==> src/rtl/simple_axi_pkg.sv <==
// Shared definitions for the simple_axi host-bus blocks: op and size encodings
// plus the arbiter state type.
package simple_axi_pkg;

  typedef enum logic [1:0] {
    RW_IDLE    = 2'b00,
    RW_WRITE   = 2'b01,
    RW_READ    = 2'b10,
    RW_ILLEGAL = 2'b11
  } rw_op_t;

  typedef enum logic [2:0] {
    SIZE_B = 3'b000,
    SIZE_H = 3'b001,
    SIZE_W = 3'b010,
    SIZE_D = 3'b011
  } axi_size_t;

  typedef enum logic [1:0] {
    IDLE,
    BUSY,
    ACK,
    COMPLETE
  } arb_state_t;

endpackage

==> src/rtl/simple_axi_rr_pick.sv <==
// Round-robin picker: returns the first set request at or after ptr, wrapping
// modulo N_REQ.
module simple_axi_rr_pick #(
  parameter int N_REQ = 4,
  parameter int IDX_W = (N_REQ > 1) ? $clog2(N_REQ) : 1
) (
  input  logic [N_REQ-1:0] req,
  input  logic [IDX_W-1:0] ptr,
  output logic             found,
  output logic [IDX_W-1:0] idx
);

  logic [IDX_W-1:0] cand;

  // NOTE: every always_comb output gets a default before any branch so no
  // path leaves it unassigned and no latch is inferred.
  always_comb begin
    found = 1'b0;
    idx   = '0;
    cand  = '0;
    for (int k = 0; k < N_REQ; k++) begin
      cand = IDX_W'((int'(ptr) + k) % N_REQ);
      if (!found && req[cand]) begin
        found = 1'b1;
        idx   = cand;
      end
    end
  end

endmodule

==> src/rtl/simple_axi_arbiter.sv <==
// Round-robin arbiter sharing one simple_axi_master among N_REQ requesters;
// runs the master's done/clear_done handshake on the granted requester's behalf.
module simple_axi_arbiter
  import simple_axi_pkg::*;
#(
  parameter int N_REQ  = 4,
  parameter int ADDR_W = 32,
  parameter int DATA_W = 64
) (
  input  logic                  i_clk,
  input  logic                  i_rst_n,
  input  logic [2*N_REQ-1:0]    i_req_rw,
  input  logic [ADDR_W*N_REQ-1:0] i_req_addr,
  input  logic [3*N_REQ-1:0]    i_req_size,
  input  logic [DATA_W*N_REQ-1:0] i_req_wdata,
  input  logic [N_REQ-1:0]      i_req_clear_done,
  output logic [DATA_W-1:0]     o_req_rdata,
  output logic [N_REQ-1:0]      o_req_wait,
  output logic [N_REQ-1:0]      o_req_done,
  output logic [N_REQ-1:0]      o_req_error,
  output logic [N_REQ-1:0]      o_req_invalid,
  output logic [ADDR_W-1:0]     o_m_addr,
  output logic [2:0]            o_m_size,
  output logic [DATA_W-1:0]     o_m_wdata,
  output logic [1:0]            o_m_rw,
  output logic                  o_m_clear_done,
  input  logic [DATA_W-1:0]     i_m_rdata,
  input  logic                  i_m_wait,
  input  logic                  i_m_done,
  input  logic                  i_m_invalid,
  input  logic                  i_m_error
);

  localparam int IDX_W = (N_REQ > 1) ? $clog2(N_REQ) : 1;

  arb_state_t        state, next_state;
  logic [IDX_W-1:0]  g, rr_ptr, next_ptr;
  logic [N_REQ-1:0]  req_active;
  logic              pick_found;
  logic [IDX_W-1:0]  pick_idx;
  logic [1:0]        pick_rw;
  logic [DATA_W-1:0] cap_rdata;
  logic              cap_error, cap_invalid;

  // The master's wait line carries no information the done handshake lacks.
  logic unused_m_wait;
  assign unused_m_wait = i_m_wait;

  always_comb begin
    req_active = '0;
    for (int i = 0; i < N_REQ; i++)
      req_active[i] = (i_req_rw[2*i +: 2] != RW_IDLE);
  end

  simple_axi_rr_pick #(.N_REQ(N_REQ), .IDX_W(IDX_W)) u_pick (
    .req   (req_active),
    .ptr   (rr_ptr),
    .found (pick_found),
    .idx   (pick_idx)
  );

  assign pick_rw  = i_req_rw[int'(pick_idx)*2 +: 2];
  assign next_ptr = (pick_idx == IDX_W'(N_REQ - 1)) ? '0 : pick_idx + 1'b1;

  // NOTE: state and datapath registers use non-blocking assignments so every
  // flop samples the pre-edge values regardless of statement order.
  always_ff @(posedge i_clk or negedge i_rst_n) begin
    if (!i_rst_n) state <= IDLE;
    else          state <= next_state;
  end

  always_comb begin
    next_state = state;
    case (state)
      IDLE:     if (pick_found)
                  next_state = (pick_rw == RW_ILLEGAL) ? COMPLETE : BUSY;
      BUSY:     if (i_m_done) next_state = ACK;
      ACK:      next_state = COMPLETE;
      COMPLETE: if (i_req_clear_done[g]) next_state = IDLE;
      default:  next_state = IDLE;
    endcase
  end

  always_ff @(posedge i_clk or negedge i_rst_n) begin
    if (!i_rst_n) begin
      g              <= '0;
      rr_ptr         <= '0;
      o_m_addr       <= '0;
      o_m_size       <= '0;
      o_m_wdata      <= '0;
      o_m_rw         <= RW_IDLE;
      o_m_clear_done <= 1'b0;
      cap_rdata      <= '0;
      cap_error      <= 1'b0;
      cap_invalid    <= 1'b0;
    end else begin
      case (state)
        IDLE: if (pick_found) begin
          g      <= pick_idx;
          rr_ptr <= next_ptr;
          if (pick_rw == RW_ILLEGAL) begin
            // Rejected locally: the master never sees this request.
            cap_error   <= 1'b0;
            cap_invalid <= 1'b1;
          end else begin
            o_m_addr  <= i_req_addr[int'(pick_idx)*ADDR_W +: ADDR_W];
            o_m_size  <= i_req_size[int'(pick_idx)*3 +: 3];
            o_m_wdata <= i_req_wdata[int'(pick_idx)*DATA_W +: DATA_W];
            o_m_rw    <= pick_rw;
          end
        end
        BUSY: if (i_m_done) begin
          cap_rdata      <= i_m_rdata;
          cap_error      <= i_m_error;
          cap_invalid    <= i_m_invalid;
          o_m_rw         <= RW_IDLE;
          o_m_clear_done <= 1'b1;
        end
        ACK:     o_m_clear_done <= 1'b0;
        default: ;
      endcase
    end
  end

  always_comb begin
    o_req_done    = '0;
    o_req_error   = '0;
    o_req_invalid = '0;
    if (state == COMPLETE) begin
      o_req_done[g]    = 1'b1;
      o_req_error[g]   = cap_error;
      o_req_invalid[g] = cap_invalid;
    end
  end

  assign o_req_wait  = req_active & ~o_req_done;
  assign o_req_rdata = cap_rdata;

endmodule
==> config.mk <==
export PLATFORM = sky130hd
export DESIGN_NAME = simple_axi_arbiter
export DESIGN_NICKNAME = d
export VERILOG_FILES = /design/src/rtl/simple_axi_pkg.sv /design/src/rtl/simple_axi_rr_pick.sv /design/src/rtl/simple_axi_arbiter.sv
export SDC_FILE = /design/constraint.sdc
export NUM_CORES = 1
export LEC_CHECK = 0
export CORE_AREA = 2 2 257 259
export DETAILED_ROUTE_END_ITERATION = 8
export DIE_AREA = 0 0 259 261
export SYNTH_ARGS = -nofsm -noshare
export SYNTH_HDL_FRONTEND = slang
export SYNTH_SLANG_ARGS = --single-unit
==> constraint.sdc <==
create_clock -name i_clk -period 2.8 [get_ports i_clk]
set_clock_uncertainty 0.05 [all_clocks]
set_input_delay 0.56 -clock i_clk [delete_from_list [all_inputs] [get_ports i_clk]]
set_output_delay 0.56 -clock i_clk [all_outputs]
set_load 0.1 [all_outputs]
After elaboration in Yosys (flattened, before gate mapping):

Cells that the tools add are included.
Widths: inputs -> output; s select.

* register bits after elaboration: 174
* input port bits: 478
* output and inout bits: 182

* add/sub/neg operators: 4
* $mul: 1
* order comparisons: 6
* equal/unequal tests: 10
* shift-type cells: 4
* mux-type cells: 43
* bitwise operators: 5
* reduce and logical (&&, ||, !) cells: 21

Operator list (count)
* $shiftx 256x9->64: 1
* $shiftx 128x8->32: 1
* $mux 2: 12
* $mux 1: 17
* $lt 2x3->1 const B: 5
* $and 4x4->4: 3
* $mux 4: 3
* $reduce_bool 2->1: 6
* $shiftx 12x5->3: 1
* $bmux 1 s2: 5
* $ne 2x2->1 const B: 5
* $eq 2x2->1 const B: 4
* $pmux 2 s4: 1
* $reduce_and 4->1: 2
* $shiftx 8x4->2: 1
* $pmux 1 s2: 3
* $reduce_and 2->1: 3
* $reduce_and 3->1: 2
* $add 2x1->2 const B: 2
* $add 2x2->2 const B: 2
* $logic_and 1x1->1: 4
* $mul 2x2->4 const B: 1
* $not 4->4: 1
* $pmux 2 s2: 1
* 6 further kinds: 8

Logic depth before layout (Yosys ltp):

Gate-level depths: netlist of the first run.

* depth in word-level cells: 18
* mapped depth: 13
* depth with buffers taken out: 8

Hierarchy:

Synthesis of the first run repeated with hierarchy kept, for this count alone.

* cell total of the unflattened synthesis: 560
* area total of the unflattened synthesis: 9235.1 sq um

Modules (own cells, without submodules)
* simple_axi_arbiter: instances 1, cells an instance 545, area each 9157.5 sq um
* simple_axi_rr_pick: instances 1, cells an instance 15, area each 77.6 sq um

Worst setup path after synthesis of the first run:

No wires, ideal clock.

* path kind: register to output
* start: reg state[1]
* end: out o_req_wait[1]
* arrival: 4312 ps
* required time: 2190 ps
* path slack: -2122 ps
* stages on the path, launching flop included: 5
* path through: dfrtp_1 -> ha_1 -> inv_1 -> nor3b_1 -> nor2_1

* cells in the longest elaborated chain, start to end: 4

RTL lines
* from (decl): RTL line simple_axi_arbiter.sv:36 `arb_state_t state, next_state;`
* from (signal assigned): RTL line simple_axi_arbiter.sv:69 `else state <= next_state;`
* $eq 2x2->1: RTL line simple_axi_arbiter.sv:129 `if (state == COMPLETE) begin`
* $mux 4: RTL line simple_axi_arbiter.sv:129
* via o_req_done[1]: RTL line simple_axi_arbiter.sv:19 `output logic [N_REQ-1:0] o_req_done,`
* $not 4->4: RTL line simple_axi_arbiter.sv:136 `assign o_req_wait = req_active & ~o_req_done;`
* $and 4x4->4: RTL line simple_axi_arbiter.sv:136
* to (decl): RTL line simple_axi_arbiter.sv:18 `output logic [N_REQ-1:0] o_req_wait,`

The timed path passes the listed nets, and every way through them passes these cells.

Worst setup path in the final report of the first run:

* start: in i_req_rw[5]
* end: reg o_m_wdata[57]

* cells in the longest elaborated chain, start to end: 17
* elaborated cells between the ends (all ways): 28

RTL lines
* from (decl): RTL line simple_axi_arbiter.sv:12 `input logic [2*N_REQ-1:0] i_req_rw,`
* parallel branches: the longest is 17 deep, another holds $reduce_bool 2->1
* to (signal assigned): RTL line simple_axi_arbiter.sv:108 `o_m_wdata <= i_req_wdata[int'(pick_idx)*DATA_W +: DATA_W];`
* to (decl): RTL line simple_axi_arbiter.sv:24 `output logic [DATA_W-1:0] o_m_wdata,`

Several ways; the timed one is not identified. The select of a mux whose other input is x is not followed.
A chain may end at the register's enable or synchronous reset.

==> results.md, run 1 <==
- FFs w/ async S/R, synth: 100%
- I/O pin cnt: 660
- Initial Util: roughly 15%
- CP Data Arrival Time: 2970 ps
- Overall Global Routing Usage: 12.7%
- Actual slew at the worst max-slew pin: ~550 ps
- Number of global-route vias before repair: ~11,000
- #FFs+latches synth: around 170
- Min Tclk post-route: ~2600 ps
- Die X: 259 um
- Final Net Count: 2,478
- Most frequent cell on the critical path: buf_12
- Yosys warns: 0
- Crit-path slowest cell: clkdlybuf4s50_1
- WP data required: roughly 3100 ps
- Most frequent cells in the layout: nand2_1 (602), clkdlybuf4s50_1 (475), buf_4 (252)
- Switch Pwr: between 15,000 and 20,000 uW
- Core box area: about 65,000 um^2
- Max-Cap Viols: 0
- CTS sink count: between 150 and 200
- Hold_ws: roughly 430 ps
- DR vias: ~11,000
- Critical path's largest stage delay: 500 ps
- Clock slew at reported path FFs: ~70 ps
- Largest net degree at the start of global routing: approximately 70
- H-tree lvl count: 4
- Most common cell after layout, fill and taps aside: nand2_1
- Fillers: between 7,000 and 8,000
- DR vias/cell: 3.93
- DP HPWL: about 37,000 um
- Final Max Tran Viols: 0
- Placement row count: 94
- CP startpoint kind: input pin
- Post-synth top area cell: dfrtp_1
- Initial antenna violation count: 1
- Flop pwr share: between 15 and 20%
- CP Max Fanout: 27
- Routed WL: 44,800 um
- Synthesized instance count: between 1,000 and 1,500
- Endpoints failing setup: 0
- Iter 0 DRT Violations: approximately 540
- Setup Crit Path Kind: in2reg
- Switching fraction of total power: approximately three fifths
- Tcrit/Tclk final: between 90% and 100%
- Crit end category: flip-flop
- CTS tree: yes
- Status: finished, final reports clean
- Drt first pass iters: 5
- Power per cell area: approximately 1500 nW/um^2
- CTS Buf Count: 17
- Die height: 261 um
- Cell Area, Synth: 9820 um^2
- RSZ-0062 raised after global routing: false
- Rel. slew slack: around 63%
- DR DRC count: 0
- Post-CTS Setup Bufs: 0
- First-pass GRT wire length: 64,800 um
- Fraction of layout cells with a size suffix above 1: between 15 and 20%
- Fmax: around 0.38 GHz
- Final core occ: between 20 and 30%
- Worst-skew pair later-pin latency: 480 ps
- Internal: roughly 10,000 uW
- Combinational group share of total power: about three quarters
- Final Hold Violating Endpoints: 0
- DIE AREA: between 60,000 and 70,000 um^2
- Final Wtd Congestion: approximately 0.85
- Sum Neg Setup Slack: 0 ps
- HP Class: reg2reg
- Port Buf Inserts: about 660
- Clock power frac: 9.1%
- Post-synth cell types: 40
- Max IR drop VDD: ~0.00058 V
- ANT nets after route: 0
- Layout area overhead: 86.5%
- Post-synth EDFFs: 0
- CTS max path bufs: 2
- Seq/Total Area, Yosys: about 44%
- Largest cells by area after synthesis: dfrtp_1 (44%), nand2_1 (23%), nand3_1 (10%), mux2_2 (7.5%), o21ai_0 (4.1%)
- Overflow after GRT: 0
- Post-synthesis net count: roughly 1,800
- Worst path cell trace: clkdlybuf4s50_1 > nor2_4 > o22ai_1 > a211o_4 > a221o_1 > nand2_1 > o21bai_4 > buf_12 > buf_12 > o21ai_0
- Routed len/inst: around 16 um
- Static Leak: between 0.008 and 0.009 uW
- Mean Syn Cell Area: approximately 7.5 um^2
- Top-area cell type share of the netlist area: between 40% and 50%
- Dominant synthesized flop cell: dfrtp_1
- Clk root buf: clkbuf_16
## through the flow
step / total power [uW] / instances / setup WS, ps / cell area, um^2
after detailed placement: 24400 / 2839 / -295 / 17700
after CTS: 26900 / 2871 / 192 / 18300
final: 26600 / 2872 / 165 / 18300
after floorplan: 18400 / 1318 / -178 / 9870
after global placement: 24300 / 2839 / -246 / 17700
after global routing: 28100 / 2872 / 69.5 / 18300
## layout make-up
type | instances | area, um^2 | area share [%]
Clock buffer | 19 | 443 | 2.42
Tap cell | 864 | 1080 | 5.90
Inverter | 5 | 18.8 | 0.102
Clock inverter | 12 | 126 | 0.690
Timing Repair Buffer | 753 | 7150 | 39.0
Antenna cell | 1 | 2.50 | 0.0137
Sequential cell | 174 | 4350 | 23.8
Multi-Input combinational cell | 1044 | 5140 | 28.1
## final timing paths
| path | start | end | slack [ps] | depth (start not counted) |
|---|---|---|---|---|
| max | i_req_rw[5] | o_m_wdata[57]$_DFFE_PN0P_ | 170 | 10 |
| min | o_m_wdata[26]$_DFFE_PN0P_ | o_m_wdata[26]$_DFFE_PN0P_ | 430 | 2 |
| max reg2reg | rr_ptr[1]$_DFFE_PN0P_ | o_m_wdata[57]$_DFFE_PN0P_ | 250 | 9 |
| min reg2reg | o_m_wdata[26]$_DFFE_PN0P_ | o_m_wdata[26]$_DFFE_PN0P_ | 430 | 2 |
| max in group asynchronous | i_rst_n | o_m_wdata[3]$_DFFE_PN0P_ | 1440 | 3 |
| min in group asynchronous | i_rst_n | o_req_rdata[30]$_DFFE_PN0P_ | 600 | 2 |
## synthesized netlist by cell type (all sizes together), types with 2 or more instances
library cell,n
ha,5
a21oi,6
nor2,14
nor3,7
mux2,65
dfrtp,174
inv,5
nand2b,2
o22ai,2
nand3,200
buf,21
o21ai,108
nand2,604
a211oi,2
a21o,2
a221o,4
and2,6
mux2i,2
a22o,2
clkbuf,74
## per-layer routing
metal / global-route usage, % / part of all wire (%)
met1: 14.7 / 41
met2: 21.4 / 48
met3: 4.31 / 8.7
met4: 5.54 / 2.9
met5: 0 / 0
## timing repair
action,4_1_cts,5_1_grt
gates resized for setup,0,1
endpoints found under the hold margin,15,0
hold buffers,1,0
endpoints found under the setup margin,0,3
## cells by family after synthesis
logic type / count (synthesis) / share of synthesized area, %
simple gates: 839 / 35.3
flops: 174 / 44.3
xor+xnor: 1 / 0.0892
fa+ha+maj: 5 / 0.637
compound gates: 131 / 7.45
mux: 68 / 7.89
buf+inv: 100 / 4.33
## critical path: cells and delay by family
family	cells	cell delay, ps
AOI/OAI and AO/OA	5	1200
buffers and inverters	3	850
and+or+nand+nor	2	330
## power groups by stage
stage | Clock, uW | Combinational (uW) | Sequential (uW)
2_1_floorplan | 0 | 5370 | 13000
3_3_place_gp | 0 | 19700 | 4550
3_5_place_dp | 0 | 19800 | 4600
4_1_cts | 2580 | 19800 | 4570
5_1_grt | 2660 | 20700 | 4720
6_report | 2410 | 19600 | 4560
## state kept, by name, summed over array words and instances, names as in the netlist
signal,count
o_m_size,3
state,2
o_m_addr,32
g,2
o_m_clear_done,1
o_m_rw,2
cap_error,1
rr_ptr,2
o_m_wdata,64
cap_invalid,1
o_req_rdata,64
(Power assumes the default switching activity.)
==> run 2, diff against run 1 <==
GPL_TIMING_DRIVEN = 0   (was not set)
==> run 2 against run 1 <==
  * First-iteration DRC count rose by 12%
  * Sequential power about the same
  * Count of clock-buffer cells in the layout shrank 1
  * Critical path depth up 4
  * Design area is 1.7% higher
  * Global-route usage grew 3.2 points
  * Sequential share of layout area fell by 0.41 points
  * Via count is 5.1% higher
  * Maximum frequency down 3.7%
  * Largest power group unchanged
==> results.md, run 2 (synthesized netlist as in run 1, its figures left out) <==
- Status: finished, final reports clean (unchanged)
- H-tree lvl count: 4 (unchanged)
- DR DRC count: 0 (unchanged)
- Placed inst area: 17,600 um^2 (was 17,700 um^2)
- Drt first pass iters: 7 (was 5)
- Routed WL: 55,700 um (was 44,800 um)
- Reg2reg end: o_m_addr[7]$_DFFE_PN0P_ (was o_m_wdata[57]$_DFFE_PN0P_)
- Sum Neg Setup Slack: 0 ps (unchanged)
- Design Area, Final: 18,600 um^2 (was 18,300 um^2)
- Reg2reg start: rr_ptr[1]$_DFFE_PN0P_ (unchanged)
- Setup Crit Path Kind: in2reg (unchanged)
- Min Tclk post-route: 2740 ps (was 2630 ps)
- Fmax: 0.366 GHz (was 0.380 GHz)
- Initial Util: 15.1% (unchanged)
- CTS Buf Count: 17 (unchanged)
- Final Net Count: 2,497 (was 2,478)
- Die height: 261 um (unchanged)
- Rel. slew slack: 14.1% (was 63.3%)
- Core box area: 65,000 um^2 (unchanged)
- DR vias/cell: 4.11 (was 3.93)
- Static Leak: 0.00811 uW (was 0.00834 uW)
- Clock slew at reported path FFs: 70 ps (about the same)
- Initial antenna violation count: 6 (was 1)
- CP startpoint kind: input pin (unchanged)
- Die X: 259 um (unchanged)
- Most frequent cells in the layout: clkdlybuf4s50_1 (631), nand2_1 (602), nand3_1 (200) (was nand2_1 (602), clkdlybuf4s50_1 (475), buf_4 (252))
- Most frequent cell on the critical path: buf_12 (unchanged)
- ANT nets after route: 0 (unchanged)
- CTS max path bufs: 2 (unchanged)
- Placement row count: 94 (unchanged)
- Hold Crit Depth: 2 (unchanged)
- Routed len/inst: 19.3 um (was 15.6 um)
- Clk root buf: clkbuf_16 (unchanged)
- CP Data Arrival Time: 3030 ps (was 2970 ps)
- Largest net degree at the start of global routing: 103 (was 68)
- Actual slew at the worst max-slew pin: 1290 ps (was 550 ps)
- Fraction of layout cells with a size suffix above 1: 10.8% (was 19.7%)
- Layout area overhead: 89.7% (was 86.5%)
- Crit-path slowest cell: a211o_1 (was clkdlybuf4s50_1)
- DP HPWL: 44,900 um (was 36,600 um)
- Final Hold Violating Endpoints: 0 (unchanged)
- Hold worst-path end: o_m_wdata[7]$_DFFE_PN0P_ (was o_m_wdata[26]$_DFFE_PN0P_)
- HP Start: o_m_wdata[7]$_DFFE_PN0P_ (was o_m_wdata[26]$_DFFE_PN0P_)
- R2R setup slack: 110 ps (was 250 ps)
- DR vias: 11,900 (was 11,300)
- Overall Global Routing Usage: 16.0% (was 12.7%)
- Final core occ: 28.6% (was 28.2%)
- CP Max Fanout: 10 (was 27)
- Iter 0 DRT Violations: 601 (was 535)
- Endpoints failing setup: 0 (unchanged)
- Tcrit/Tclk final: 97.7% (was 94.1%)
- CTS sink count: 174 (unchanged)
- Number of global-route vias before repair: 11,700 (was 10,900)
- Overflow after GRT: 0 (unchanged)
- Worst reg2reg path depth: 14 (was 9)
- Worst path cell trace: dlygate4sd2_1 > nor2_4 > o22ai_2 > a211o_1 > buf_4 > a221o_1 > nand2_2 > o21bai_4 > buf_12 > buf_12 > buf_8 > buf_6 > nand2_1 > o21ai_1 (was clkdlybuf4s50_1 > nor2_4 > o22ai_1 > a211o_4 > a221o_1 > nand2_1 > o21bai_4 > buf_12 > buf_12 > o21ai_0)
- Max IR drop VDD: 0.000579 V (about the same)
- Final Max Tran Viols: 0 (unchanged)
- Worst setup margin: 64.7 ps (was 165 ps)
- Setup WS pre-CTS: -2260 ps (was -295 ps)
- Final Wtd Congestion: 0.858 (was 0.848)
- Critical path's largest stage delay: 390 ps (was 500 ps)
- Worst-skew pair later-pin latency: 470 ps (was 480 ps)
- Most common cell after layout, fill and taps aside: clkdlybuf4s50_1 (was nand2_1)
- DIE AREA: 67,600 um^2 (unchanged)
- HP Class: reg2reg (unchanged)
- First-pass GRT wire length: 77,600 um (was 64,800 um)
- I/O pin cnt: 660 (unchanged)
- Power per cell area: 1490 nW/um^2 (was 1450 nW/um^2)
- Port Buf Inserts: 658 (unchanged)
- RSZ-0062 raised after global routing: false (unchanged)
- WP data required: 3100 ps (was 3130 ps)
- CTS tree: yes (unchanged)
- Max-Cap Viols: 0 (unchanged)
- Crit end category: flip-flop (unchanged)
## run 2: changes by cell type in the layout (fill, tap and decap cells not counted), sizes merged
cell / change
diode: +1
clkdlybuf4s50: +156
bufinv: +1
clkinvlp: -1
buf: -230
dlygate4sd2: +6
clkbuf: +70
inv: +1
clkinv: +1
dlymetal6s2s: +4
clkdlybuf4s15: +12
## run 2: repair_timing
action / CTS / global route
hold buffers: 1 / 0
gates resized for setup: 128 / 34
endpoints found under the hold margin: 31 / 0
setup buffers: 19 / 2
pin swaps: 12 / 7
endpoints found under the setup margin: 124 / 104
## run 2: power by group
part / switching (uW) / internal [uW]
sequential: 739 / 3800
clock: 1190 / 1350
combinational: 15200 / 5390
## run 2: stage by stage
stage	cells	hold slack [ps]	total power [uW]
2_1_floorplan	1318	214	18400
3_3_place_gp	2840	409	24800
3_5_place_dp	2842	420	24900
4_1_cts	2889	435	28100
5_1_grt	2892	456	29200
6_report	2893	428	27700
## run 2: routing by layer
| layer | global-route usage, % | wire length (um) |
|---|---|---|
| met5 | 0 | 32 |
| met4 | 6.74 | 1940 |
| met3 | 4.54 | 4370 |
| met2 | 26.6 | 26100 |
| met1 | 19.3 | 23200 |
## run 2: final cells by class
class / count / area, um^2
multi-input combinational: 1044 / 5150
inverter: 5 / 18.8
sequential: 174 / 4350
clock inverter: 14 / 174
clock buffer: 18 / 429
antenna: 2 / 5.00
fill: 7060 / 46400
tap: 864 / 1080
buffer: 90 / 554
timing repair buffer: 682 / 6860
## run 2: how the worst max path moves through the flow
stage | from | to | slack (ps) | cells past startpoint
5_1_grt | rr_ptr[1]$_DFFE_PN0P_ | o_m_wdata[40]$_DFFE_PN0P_ | 1 | 12
3_5_place_dp | i_req_rw[5] | o_m_wdata[4]$_DFFE_PN0P_ | -2260 | 9
2_1_floorplan | state[1]$_DFFE_PN0P_ | o_req_error[0] | -180 | 3
4_1_cts | state[1]$_DFFE_PN0P_ | o_req_invalid[0] | 0.6 | 5
3_3_place_gp | i_rst_n | o_m_wdata[34]$_DFFE_PN0P_ | -7000 | 1
6_report | i_req_rw[5] | o_m_addr[7]$_DFFE_PN0P_ | 60 | 14
## run 2: critical path: cells and delay by family
kind / cells / cell delay [ps]
buffers and inverters: 6 / 1040
AOI/OAI and AO/OA: 5 / 1000
and+or+nand+nor: 3 / 390
